## config.mk

```make
export PLATFORM = sky130hd
export DESIGN_NAME = dff_edge_debounce
export DESIGN_NICKNAME = d
export VERILOG_FILES = /design/src/rtl/dff_mon_pkg.sv /design/src/rtl/dff_edge_debounce_sat_counter.sv /design/src/rtl/dff_edge_debounce.sv
export SDC_FILE = /design/constraint.sdc
export NUM_CORES = 1
export LEC_CHECK = 0
export BUFFER_PORTS_ARGS = -buffer_cell sky130_fd_sc_hd__buf_4
export CAP_MARGIN = 20
export CORE_MARGIN = 2
export CORE_UTILIZATION = 51
export CTS_CLUSTER_SIZE = 28
export DETAILED_ROUTE_END_ITERATION = 10
export HOLD_SLACK_MARGIN = 0.05
export MAX_ROUTING_LAYER = met4
export PLACE_DENSITY = 0.81
export SLEW_MARGIN = 5
export SYNTH_ARGS = -nofsm -noshare
export SYNTH_HDL_FRONTEND = slang
export SYNTH_SLANG_ARGS = --single-unit
```

## constraint.sdc

```tcl
create_clock -name clk -period 1.94 [get_ports clk]
set_input_delay 0.388 -clock clk [delete_from_list [all_inputs] [get_ports clk]]
set_output_delay 0.388 -clock clk [all_outputs]
set_load 0.02 [all_outputs]
```

## src/rtl/dff_mon_pkg.sv

```systemverilog
// Shared types and helpers for the flop-output monitor slice.
// Debounce state encoding and counter sizing.
package dff_mon_pkg;

  typedef enum logic [1:0] {
    S_LOW,
    S_CHK_HIGH,
    S_HIGH,
    S_CHK_LOW
  } db_state_t;

  function automatic int stab_w(input int n);
    return (n < 2) ? 1 : $clog2(n);
  endfunction

endpackage

```

## src/rtl/dff_edge_debounce_sat_counter.sv

```systemverilog
// Saturating up-counter with synchronous clear.
// The sat flag is registered alongside the count so both change together.
module sat_counter #(
  parameter int W = 8
) (
  input  logic         clk,
  input  logic         rstn,
  input  logic         inc_i,
  input  logic         clr_i,
  output logic [W-1:0] cnt_o,
  output logic         sat_o
);

  logic [W-1:0] cnt_q, cnt_d;
  logic         sat_q;

  always_comb begin
    cnt_d = cnt_q;
    if (clr_i) begin
      cnt_d = '0;
    end else if (inc_i && !(&cnt_q)) begin
      cnt_d = cnt_q + 1'b1;
    end
  end

  always_ff @(posedge clk or negedge rstn) begin
    if (!rstn) begin
      cnt_q <= '0;
      sat_q <= 1'b0;
    end else begin
      cnt_q <= cnt_d;
      sat_q <= &cnt_d;
    end
  end

  assign cnt_o = cnt_q;
  assign sat_o = sat_q;

endmodule

```

## src/rtl/dff_edge_debounce.sv

```systemverilog
// Debounces a flop q/qbar pair into a clean level with edge pulses,
// a saturating edge count and a sticky complement-violation flag.
module dff_edge_debounce
  import dff_mon_pkg::*;
#(
  parameter int STABLE_CYCLES = 3,
  parameter int CNT_W         = 8
) (
  input  logic             clk,
  input  logic             rstn,
  input  logic             q_in,
  input  logic             qbar_in,
  input  logic             clr,
  output logic             db_out,
  output logic             rise_pulse,
  output logic             fall_pulse,
  output logic [CNT_W-1:0] edge_cnt,
  output logic             cnt_sat,
  output logic             pair_err
);

  localparam int SW = stab_w(STABLE_CYCLES);
  localparam logic [SW-1:0] LAST = SW'(STABLE_CYCLES - 1);

  db_state_t     state_q, state_d;
  logic [SW-1:0] stab_q, stab_d;
  logic          db_q, db_d;
  logic          rise_q, rise_d;
  logic          fall_q, fall_d;
  logic          pair_q, pair_d;

  always_comb begin
    state_d = state_q;
    stab_d  = stab_q;
    unique case (state_q)
      S_LOW: begin
        if (q_in) begin
          state_d = S_CHK_HIGH;
          stab_d  = SW'(1);
        end
      end
      S_CHK_HIGH: begin
        if (!q_in) begin
          state_d = S_LOW;
          stab_d  = '0;
        end else if (stab_q == LAST) begin
          state_d = S_HIGH;
          stab_d  = '0;
        end else begin
          stab_d = stab_q + 1'b1;
        end
      end
      S_HIGH: begin
        if (!q_in) begin
          state_d = S_CHK_LOW;
          stab_d  = SW'(1);
        end
      end
      S_CHK_LOW: begin
        if (q_in) begin
          state_d = S_HIGH;
          stab_d  = '0;
        end else if (stab_q == LAST) begin
          state_d = S_LOW;
          stab_d  = '0;
        end else begin
          stab_d = stab_q + 1'b1;
        end
      end
      default: begin
        state_d = S_LOW;
        stab_d  = '0;
      end
    endcase
    rise_d = (state_q == S_CHK_HIGH) && (state_d == S_HIGH);
    fall_d = (state_q == S_CHK_LOW) && (state_d == S_LOW);
    db_d   = (state_d == S_HIGH) || (state_d == S_CHK_LOW);
    // clr dominates a violation sampled on the same edge
    pair_d = clr ? 1'b0 : (pair_q | (q_in ~^ qbar_in));
  end

  always_ff @(posedge clk or negedge rstn) begin
    if (!rstn) begin
      state_q <= S_LOW;
      stab_q  <= '0;
      db_q    <= 1'b0;
      rise_q  <= 1'b0;
      fall_q  <= 1'b0;
      pair_q  <= 1'b0;
    end else begin
      state_q <= state_d;
      stab_q  <= stab_d;
      db_q    <= db_d;
      rise_q  <= rise_d;
      fall_q  <= fall_d;
      pair_q  <= pair_d;
    end
  end

  sat_counter #(
    .W(CNT_W)
  ) u_cnt (
    .clk  (clk),
    .rstn (rstn),
    .inc_i(rise_q | fall_q),
    .clr_i(clr),
    .cnt_o(edge_cnt),
    .sat_o(cnt_sat)
  );

  assign db_out     = db_q;
  assign rise_pulse = rise_q;
  assign fall_pulse = fall_q;
  assign pair_err   = pair_q;

  always @(posedge clk) begin
    if (rstn) begin
      assert (!(rise_q && fall_q))
        $info("pulse exclusivity held");
      else
        $error("rise and fall pulses high together");
      assert (db_q == (state_q inside {S_HIGH, S_CHK_LOW}))
        $info("db level consistent with state");
      else
        $error("db level inconsistent with state");
      assert (int'(stab_q) < STABLE_CYCLES)
        $info("stability count in range");
      else
        $error("stability count out of range");
    end
  end

endmodule

```

Word-level counts from Yosys, hierarchy flattened. Cells that the tools add are included.

Flip-flop bits (word level): 17. Input bits: 5.

Add/subtract/negate cells: 2. Equal/unequal tests: 8. Mux-type cells: 16. Bitwise gates (word level): 3. Reduce and logical (&&, ||, !) cells: 10.

Operators by type and width (count): two-way mux 2 bit (11); two-way mux 8 bit (2); one-hot mux 2 bit (4 select lines) (2); AND reduction 8 bit (2); == test 2 bit (second input constant) (5); adder 8 x 1 -> 8 bit (second input constant) (1); zero test 2 bit (2); != test 2 bit (second input constant) (2); logical AND 1 bit (3); adder 2 x 1 -> 2 bit (second input constant) (1); == test 2 x 1 -> 1 bit (second input constant) (1); bitwise OR 1 bit (2); AND reduction 2 bit (1); zero test 1 bit (1); logical OR 1 bit (1); two-way mux 1 bit (1); XNOR 1 bit (1).

Longest topological paths before layout. Gate-level depths: netlist (run 1).

Depth after elaboration: 6. Gate-level depth with buffers: 5. Mapped depth without buffers: 5.

By module. Synthesis (run 1) repeated with hierarchy kept, for this count alone.

Cell total of the unflattened synthesis: 75. Area total of the unflattened synthesis: 850.8 um^2.

Modules (own cells, without submodules): sat_counter (instances 1, cells an instance 50, area an instance 514.2 um^2, seq. area each 225.2 um^2); dff_edge_debounce (instances 1, cells an instance 25, area an instance 336.6 um^2, seq. area each 200.2 um^2).

Least setup slack after synthesis (run 1). Ideal clock, no wire load.

Path kind: reg2reg. From: register u_cnt.cnt_q[0], in the netlist u_cnt.cnt_o[0]. To: register u_cnt.sat_q, in the netlist u_cnt.sat_o. Setup time: 122 ps. Arrival time: 1411 ps. Path slack: 408 ps. Stages on the path, launching flop included: 6. Buffers on the path: 0. Path through: dfrtp_1 > ha_1 > nand4_1 > o22ai_2 > and3_1 > o2111a_1.

Cells in the longest elaborated chain, start to end: 6. Elaborated cells on any way between the ends: 7. Classes of those cells: add/sub: 1; mux: 2; reduce/logical: 4.

RTL lines: start, declared (RTL line dff_edge_debounce_sat_counter.sv:14) `logic [W-1:0] cnt_q, cnt_d;`; start signal, assigned (RTL line dff_edge_debounce_sat_counter.sv:31) `cnt_q <= cnt_d;`; parallel branches: the longest is 3 deep, another holds adder 8 x 1 -> 8 bit; two-way mux 8 bit (*) (RTL line dff_edge_debounce_sat_counter.sv:21) `end else if (inc_i && !(&cnt_q)) begin`; two-way mux 8 bit (*) (RTL line dff_edge_debounce_sat_counter.sv:19) `if (clr_i) begin`; AND reduction 8 bit (*) (RTL line dff_edge_debounce_sat_counter.sv:32) `sat_q <= &cnt_d;`; end signal, assigned (RTL line dff_edge_debounce_sat_counter.sv:32); end, declared (RTL line dff_edge_debounce_sat_counter.sv:15) `logic sat_q;`.

Every way passes the cells marked *. A chain may end at the register's enable or synchronous reset.

Worst setup path after layout (run 1). Ends and elaborated chain as after synthesis.

==> results.py, run 1 <==
metrics = {
    "placed_design": {
        "io_buffers": 17,
        "hpwl_microns": 1170,
        "place_congestion": 0.868,
        "post-place-ws_ns": 0.409,
        "placed_cell_area_sq_um": 963,
    },
    "timing": {
        "maxSlewViolCount": 0,
        "skew_ns": 0.000611,
        "rsz0062_at_grt": "no",
        "worstMarginPinSlew_ns": 0.306,
        "timing.final.ws_setup_ns": 0.395,
        "setup_viol": 0,
        "fmax_ghz": 0.647,
        "post-route-period-util_pct": 79.6,
        "fin_crit_ns": 1.54,
        "slew_headroom_pct": 79.5,
        "holdWs_ns": 0.292,
        "finalHoldViolations": 0,
        "tns_ns": 0,
    },
    "logic_synthesis": {
        "synth_common_cells": "dfrtp_1, nor2_1, nand2_1",
        "synthesis.nets": 81,
        "yosysSeqAreaShare_pct": 48.3,
        "yosys.area.top_type": "dfrtp_1",
        "synth_edf_count": 0,
        "yosysMostFrequentCell": "dfrtp_1",
        "syn_inst": 75,
        "synth_warnings": 0,
        "synth_cell_type_count": 33,
        "async_flop_share_pct": 100,
        "syn_area_sq_um": 828,
        "synthTopCellsByArea": "dfrtp_1, nor2_1, xnor2_1",
        "synth_top_area_share_pct": 48.3,
        "synth.avg_cell_area_sq_um": 11.0,
        "ys_ff_latch": 16,
        "synthFlopType": "dfrtp_1",
    },
    "cts": {
        "cts_buffer_depth": 2,
        "numCtsBuffers": 3,
        "cts_tree": "done",
        "numClockSinks": 16,
        "clk_latency_ns": 0.28,
        "cts.clk_slew.worst_paths_ns": 0.09,
        "htree_levels": 1,
        "cts_setup_buffers": 0,
        "root_buffer": "clkbuf_4",
    },
    "route": {
        "first_pass_iters": 4,
        "wl_per_cell_microns": 13.8,
        "drcViolationCount": 0,
        "viasPerCell": 5.78,
        "drt-initial-drc-count": 10,
        "ant_nets": 0,
        "wl_microns": 1540,
        "vias": 642,
    },
    "worst_setup_path": {
        "worst-setup-path-type": "reg2reg",
        "path_max_fanout": 6,
        "worst_r2r_path_depth": 5,
        "crit_arrival_ns": 1.77,
        "start_kind": "flip-flop",
        "critPathRequiredTime_ns": 2.17,
        "cp-end-kind": "flip-flop",
    },
    "grt": {
        "use_met2_pct": 30.6,
        "grt.total_usage_pct": 19.7,
        "grt_max_degree": 17,
        "use_met3_pct": 2.45,
        "busiest_layer": "met2",
        "grt_pass1_wl_microns": 2680,
        "use_met1_pct": 26.6,
        "antenna_found_initial": 0,
        "gr-total-overflow": 0,
        "grt_pass1_vias": 598,
    },
    "layout": {
        "diodes": 0,
        "nets": 102,
        "drive_gt1_share_pct": 29.5,
        "n_fill_cell": 130,
        "area_growth_pct": 21.9,
        "stdcell_area_sq_um": 1010,
    },
    "pwr": {
        "power_uw": 815,
        "p_seq_share_pct": 52.4,
        "switching_share_pct": 29.2,
        "power_frac_comb_pct": 20.8,
        "p_per_area_nw_per_um2": 807,
        "peakVddDrop_mv": 0.602,
        "leakagePower_uw": 0.000502,
        "power.share.clock_pct": 26.7,
        "p_switching_uw": 238,
        "intPower_uw": 577,
    },
    "min_path": {
        "hold_class": "in2reg",
        "holdPathStages": 2,
    },
    "die": {
        "start_util_pct": 55.0,
        "rows": 14,
        "fp.dieW_microns": 44.3,
        "core_area_sq_um": 1510,
        "ioPinCount": 18,
        "dieArea_sq_um": 1960,
        "die_h_microns": 44.3,
    },
    "run": {
        "maxCapViolCount": 0,
    },
    "status": {
        "run_status": "finished clean",
    },
}
==> critical path, stage by stage (launching register included) <==
cell	delay, ns
dfrtp_1	0.45
ha_1	0.27
nand4_1	0.16
o22ai_2	0.23
and3_1	0.20
o2111a_1	0.18
==> worst paths after layout <==
check,startpoint,to,slack [ns]
hold reg to reg,pair_err$_DFF_PN0_,pair_err$_DFF_PN0_,0.50
max in group asynchronous,rstn,u_cnt.sat_o$_DFF_PN0_,1.27
min in group asynchronous,rstn,state_q[0]$_DFF_PN0_,0.49
setup / recovery,u_cnt.cnt_o[0]$_DFF_PN0_,u_cnt.sat_o$_DFF_PN0_,0.40
setup reg to reg,u_cnt.cnt_o[0]$_DFF_PN0_,u_cnt.sat_o$_DFF_PN0_,0.40
hold / removal,q_in,fall_pulse$_DFF_PN0_,0.29
==> final cells by class <==
cell class                 count  area (sq um)  area share [%]
timing repair buffer          18           138            13.6
clock buffer                   4          36.3            3.59
sequential                    16           400            39.7
inverter                       1          3.75           0.372
tap                           16          20.0            1.98
multi-input combinational     56           412            40.8
==> flip-flops by register name, summed over array words and instances (netlist names) <==
| register | cells |
|---|---|
| u_cnt.cnt_o | 8 |
| state_q | 1 |
| fall_pulse | 1 |
| u_cnt.sat_o | 1 |
| pair_err | 1 |
| db_out | 1 |
| rise_pulse | 1 |
| stab_q | 2 |
==> per-stage QoR <==
| stage | util, % | std cells |
|---|---|---|
| CTS | 67.0 | 111 |
| floorplan | - | 75 |
| finish | 67.0 | 111 |
| global route | 67.0 | 111 |
| detailed placement | 64.0 | 106 |
| global placement | 64.0 | 106 |
==> routing by layer <==
| layer | up-vias | wire, microns |
|---|---|---|
| met5 | - | 0 |
| li1 | 322 | - |
| met3 | 2 | 69 |
| met4 | 0 | 18 |
| met2 | 14 | 728 |
| met1 | 304 | 720 |
==> cells in the final DEF, fill, tap and decap left out, drive strengths merged, types with 2 or more instances in the layout <==
cell type	Yosys	final
o2111a	2	2
dfrtp	16	16
o21a	3	3
nor3b	3	3
nand2	4	4
xnor2	3	3
nand3	4	4
buf	1	17
clkbuf	1	4
a21oi	3	3
xor2	3	3
o21ai	2	2
nor2	9	9
and3	2	2
mux2i	2	2
==> power groups by stage <==
stage               Sequential (uW)  Combinational [uW]  Clock, uW
floorplan                       446                96.5          0
finish                          427                 170        218
CTS                             428                 174        223
global route                    435                 191        234
detailed placement              434                 173          0
global placement                430                 167          0
==> cells by family (layout without fill, tap and decap cells) <==
family                   Yosys count  after routing  share of synthesized area (%)
AND/OR/NAND/NOR                   28             28                           20.2
AO/OA/AOI/OAI                     18             18                           17.8
multiplexers                       3              3                           3.78
buffers and inverters              3             23                           1.96
adder cells (fa/ha/maj)            1              1                           1.51
XOR/XNOR                           6              6                           6.35
flip-flops                        16             16                           48.3
==> timing repair <==
item                                    in CTS  in global routing
hold endpoints to repair                    16                  0
endpoints found under the setup margin       0                  0
resized for setup                            0                  0
hold buffers                                 1                  0
No activity file was read; power rests on OpenSTA's default activity.
==> run 2, diff against run 1 <==
Clock period 1.94 ns to 1.48 ns, I/O delays scaled along.
==> run 2 against run 1 <==
Effect of this change:
- clock power increased by 6%
- non-clock buffer count increased by 4
- hold slack got worse by 0.092 ns
- maximum frequency increased by 8.7%
- register-to-register slack got worse by 0.34 ns
- first-iteration DRC count decreased by 10%
- largest cell class unchanged
- sequential cell count unchanged
- global-route usage increased by 0.39 points
- clock skew increased by 0.0064 ns
- design area increased by 3.5%
- die area unchanged
==> results.py, run 2 (same netlist as run 1, synthesis figures left out) <==
metrics = {
    "status": {
        "run_status": "finished clean",
    },
    "die": {
        "start_util_pct": 55.0,
        "die_h_microns": 44.3,
        "ioPinCount": 18,
        "rows": 14,
        "core_area_sq_um": 1510,
        "dieArea_sq_um": 1960,
        "fp.dieW_microns": 44.3,
    },
    "timing": {
        "finalHoldViolations": 0,
        "setup_viol": 0,
        "slew_headroom_pct": 78.6,
        "skew_ns": 0.00697,
        "tns_ns": 0,
        "maxSlewViolCount": 0,
        "rsz0062_at_grt": "yes",
        "post-route-period-util_pct": 96.0,
        "fin_crit_ns": 1.42,
        "fmax_ghz": 0.704,
        "worstMarginPinSlew_ns": 0.319,
    },
    "worst_setup_path": {
        "path_delay_family": "flip-flops",
        "cp-end-kind": "flip-flop",
        "start_kind": "flip-flop",
        "path_cells": "ha_4 -> o211a_4 -> and4b_4 -> nor3_4 -> o2111a_1",
        "cp_slowest_cell": "dfrtp_2",
        "critPathRequiredTime_ns": 1.71,
        "path_max_fanout": 6,
        "crit_arrival_ns": 1.65,
        "slowest_delay_ns": 0.45,
        "worst-setup-path-type": "reg2reg",
        "worst-path-buf-inv": 0,
    },
    "placed_design": {
        "dp.cells": 108,
        "hpwl_microns": 1210,
        "io_buffers": 17,
        "place_congestion": 0.848,
        "placed_cell_area_sq_um": 983,
    },
    "cts": {
        "numCtsBuffers": 3,
        "root_buffer": "clkbuf_4",
        "cts_tree": "done",
        "cts.clk_slew.worst_paths_ns": 0.09,
        "numClockSinks": 16,
        "htree_levels": 1,
        "cts_buffer_depth": 2,
        "clk_latency_ns": 0.28,
    },
    "layout": {
        "final_common_cell": "buf_4",
        "diodes": 0,
        "drive_gt1_share_pct": 34.3,
        "stdcell_count": 115,
        "multi_input_area_sq_um": 424,
        "area_growth_pct": 26.1,
        "stdcell_area_sq_um": 1040,
        "n_fill_cell": 124,
        "seqCellArea_sq_um": 403,
        "nets": 106,
        "final_cell_mix": "buf_4, dfrtp_1, nor2_1",
        "largest_register_ffs": 8,
    },
    "grt": {
        "grt.total_usage_pct": 20.1,
        "grt_max_degree": 17,
        "antenna_found_initial": 0,
        "grt_pass1_vias": 624,
        "gr-total-overflow": 0,
        "grt_pass1_wl_microns": 2720,
    },
    "route": {
        "wl_per_cell_microns": 14.0,
        "first_pass_iters": 4,
        "viasPerCell": 5.82,
        "ant_nets": 0,
        "drt-initial-drc-count": 9,
        "drcViolationCount": 0,
        "vias": 669,
        "wl_microns": 1610,
    },
    "pwr": {
        "peakVddDrop_mv": 0.710,
        "leakagePower_uw": 0.000511,
        "p_per_area_nw_per_um2": 981,
    },
    "run": {
        "maxCapViolCount": 0,
    },
    "min_path": {
        "hold_class": "in2reg",
    },
}
run 2: cell count changes in the layout (fill, tap and decap cells not counted):
cell and change:
ha_1 -1, ha_4 +1, dfrtp_1 -2, buf_4 +4, clkbuf_1 +1, dfrtp_2 +2, clkbuf_8 -1
run 2: metrics by stage:
| step | power [uW] | setup slack (ns) | hold WS (ns) | utilization, % |
|---|---|---|---|---|
| after global routing | 1100 | -0.0259 | 0.181 | 69.4 |
| after global placement | 787 | 0.0780 | 0.163 | 65.3 |
| final | 1020 | 0.0586 | 0.200 | 69.4 |
| after CTS | 1050 | 0.0228 | 0.181 | 67.7 |
| after floorplan | 711 | 0.0344 | 0.000409 | - |
| after detailed placement | 802 | 0.0432 | 0.168 | 65.3 |
run 2: final timing paths:
| path | from | endpoint | slack, ns | depth (start not counted) |
|---|---|---|---|---|
| worst min register to register | pair_err$_DFF_PN0_ | pair_err$_DFF_PN0_ | 0.51 | 2 |
| max in group asynchronous | rstn | u_cnt.cnt_o[0]$_DFF_PN0_ | 0.89 | 2 |
| worst min-delay path | q_in | fall_pulse$_DFF_PN0_ | 0.20 | 2 |
| worst max-delay path | u_cnt.cnt_o[1]$_DFF_PN0_ | u_cnt.sat_o$_DFF_PN0_ | 0.06 | 5 |
| min in group asynchronous | rstn | state_q[0]$_DFF_PN0_ | 0.40 | 2 |
| worst max register to register | u_cnt.cnt_o[1]$_DFF_PN0_ | u_cnt.sat_o$_DFF_PN0_ | 0.06 | 5 |
run 2: area by class of cell:
cell class,count,share of cell area (%)
clock buffers,4,2.51
inverters,1,0.359
multi-input cells,56,40.6
flip-flops and latches,16,38.6
well taps,16,1.92
repair buffers,22,16.0
run 2: worst register-to-register path, stage by stage (launching register included):
cell and delay, ns:
dfrtp_2 0.45, ha_4 0.18, o211a_4 0.16, and4b_4 0.19, nor3_4 0.18, o2111a_1 0.20
run 2: what timing repair did:
action | CTS | global route
resized for setup | 0 | 1
setup endpoints to repair | 0 | 2
setup buffers | 0 | 2
hold buffers | 1 | 0
hold endpoints to repair | 16 | 0
run 2: routing by layer:
| layer | up-vias | track usage, % | routed length, microns |
|---|---|---|---|
| met5 | - | - | 0 |
| met4 | 0 | 12.7 | 8 |
| met3 | 2 | 3.67 | 74 |
| met2 | 20 | 29.7 | 800 |
| met1 | 322 | 25.3 | 725 |
| li1 | 325 | - | - |
run 2: power by group:
group / leakage, uW / switching (uW) / total [uW] / internal [uW]
sequential: 0.000211 / 64.5 / 561 / 496
clock: 0.0000150 / 127 / 232 / 105
combinational: 0.000285 / 116 / 232 / 116
==> run 3, diff against run 2 <==
Settings changed: SETUP_SLACK_MARGIN set to 0.5.
==> run 3 against run 2 <==
Effect of this change:
- first-iteration DRC count down 11%
- largest power group unchanged
- maximum frequency up 0.99%
- power grew 18%
- setup slack better by 0.014 ns
==> results.py, run 3 (same netlist as run 1, synthesis figures left out) <==
metrics = {
    "timing": {
        "fin_crit_ns": 1.41,
        "maxSlewViolCount": 0,
        "fmax_ghz": 0.711,
        "worstMarginPinSlew_ns": 0.268,
        "slew_headroom_pct": 81.9,
        "setup_viol": 0,
        "rsz0062_at_grt": "yes",
        "post-route-period-util_pct": 95.1,
        "holdWs_ns": 0.241,
        "tns_ns": 0,
        "finalHoldViolations": 0,
        "skew_ns": 0.00396,
    },
    "grt": {
        "antenna_found_initial": 0,
        "grt.total_usage_pct": 22.9,
        "grt_pass1_wl_microns": 3110,
        "grt_pass1_vias": 710,
        "gr-total-overflow": 0,
        "grt_max_degree": 17,
    },
    "cts": {
        "clk_latency_ns": 0.28,
        "cts_buffer_depth": 2,
        "cts.clk_slew.worst_paths_ns": 0.09,
        "cts_tree": "done",
        "root_buffer": "clkbuf_4",
        "numCtsBuffers": 3,
        "numClockSinks": 16,
        "htree_levels": 1,
    },
    "layout": {
        "nets": 121,
        "finish.utilization_pct": 85.7,
        "seqCellArea_sq_um": 410,
        "area_growth_pct": 55.9,
        "final_common_cell": "buf_4",
        "multi_input_area_sq_um": 470,
        "n_fill_cell": 74,
        "final_cell_mix": "buf_4, buf_6, nor2_1",
        "largest_register_ffs": 8,
        "diodes": 0,
        "drive_gt1_share_pct": 54.4,
    },
    "pwr": {
        "peakVddDrop_mv": 0.728,
        "power.share.clock_pct": 19.5,
        "switching_share_pct": 31.2,
        "power_frac_comb_pct": 33.7,
        "intPower_uw": 835,
        "p_switching_uw": 379,
        "p_seq_share_pct": 46.7,
        "p_per_area_nw_per_um2": 940,
        "leakagePower_uw": 0.000599,
    },
    "die": {
        "rows": 14,
        "die_h_microns": 44.3,
        "start_util_pct": 55.0,
        "fp.dieW_microns": 44.3,
        "ioPinCount": 18,
        "core_area_sq_um": 1510,
        "dieArea_sq_um": 1960,
    },
    "worst_setup_path": {
        "worst_r2r_path_depth": 6,
        "path_cells": "ha_4 -> buf_4 -> o21a_1 -> o21bai_1 -> a211oi_1 -> o2111a_1",
        "critPathRequiredTime_ns": 1.71,
        "slowest_delay_ns": 0.41,
        "path_max_fanout": 3,
        "start_kind": "flip-flop",
        "cp_slowest_cell": "dfrtp_2",
        "worst-setup-path-type": "reg2reg",
        "cp-end-kind": "flip-flop",
        "crit_arrival_ns": 1.63,
    },
    "route": {
        "drcViolationCount": 0,
        "drt-initial-drc-count": 8,
        "wl_per_cell_microns": 14.7,
        "wl_microns": 1920,
        "viasPerCell": 5.69,
        "first_pass_iters": 4,
        "vias": 740,
        "ant_nets": 0,
    },
    "min_path": {
        "hold_class": "in2reg",
        "holdPathStages": 2,
    },
    "status": {
        "run_status": "finished clean",
    },
    "placed_design": {
        "io_buffers": 17,
        "hpwl_microns": 1160,
        "place_congestion": 0.812,
    },
    "run": {
        "maxCapViolCount": 0,
    },
}
-- run 3: cell count changes in the layout (fill, tap and decap cells not counted), moves of 2 or more --
cell | previous run | this run
buf_4 | 21 | 18
buf_6 | 0 | 16
dfrtp_1 | 14 | 8
nor3b_2 | 0 | 2
dfrtp_2 | 2 | 8
nor3b_1 | 3 | 1
-- run 3: cell type report --
cell class	instances	area share (%)
multi-input cells	56	36.4
well taps	16	1.55
inverters	1	0.291
clock buffers	4	2.03
repair buffers	37	27.9
flip-flops and latches	16	31.8
-- run 3: through the flow --
step                setup slack [ns]  instance area [sq um]  power, uW  instances
floorplan                     0.0923                    856        727         75
global placement               0.110                    998        801        107
detailed placement            0.0538                    998        812        107
CTS                            0.107                   1210       1140        127
global route                -0.00858                   1290       1280        130
finish                        0.0726                   1290       1210        130
-- run 3: worst max-delay path, delay by kind of cell, from the launching register on --
family | cells | cell delay [ns]
flops | 1 | 0.41
buf+inv | 1 | 0.11
fa+ha+maj | 1 | 0.16
compound gates | 4 | 0.67
-- run 3: path summary, 6_finish.rpt --
path                                               start                       end  slack [ns]
worst max-delay path            u_cnt.cnt_o[0]$_DFF_PN0_     u_cnt.sat_o$_DFF_PN0_        0.07
worst min-delay path                                q_in      fall_pulse$_DFF_PN0_        0.24
worst max register to register  u_cnt.cnt_o[0]$_DFF_PN0_     u_cnt.sat_o$_DFF_PN0_        0.07
worst min register to register      state_q[0]$_DFF_PN0_      state_q[0]$_DFF_PN0_        0.58
max in group asynchronous                           rstn  u_cnt.cnt_o[3]$_DFF_PN0_        0.88
min in group asynchronous                           rstn      rise_pulse$_DFF_PN0_        0.40
-- run 3: power groups by stage --
stage | clock network (uW) | logic (uW) | registers, uW
3_5_place_dp | 0 | 236 | 576
3_3_place_gp | 0 | 230 | 572
5_1_grt | 258 | 448 | 576
2_1_floorplan | 0 | 136 | 591
4_1_cts | 246 | 339 | 555
6_report | 237 | 409 | 567
-- run 3: timing repair --
action,4_1_cts,5_1_grt
endpoints found under the hold margin,16,0
gates resized for setup,19,9
hold buffers,1,0
setup endpoints to repair,23,27
setup buffers,15,3
pin swaps,7,2
-- run 3: routing by layer --
layer	GRT usage (%)	share of wire, %	vias up
met5	-	0	-
met4	12.1	0.52	0
met3	3.27	3.7	2
met2	33.2	51	19
met1	31.1	45	361
li1	-	-	358
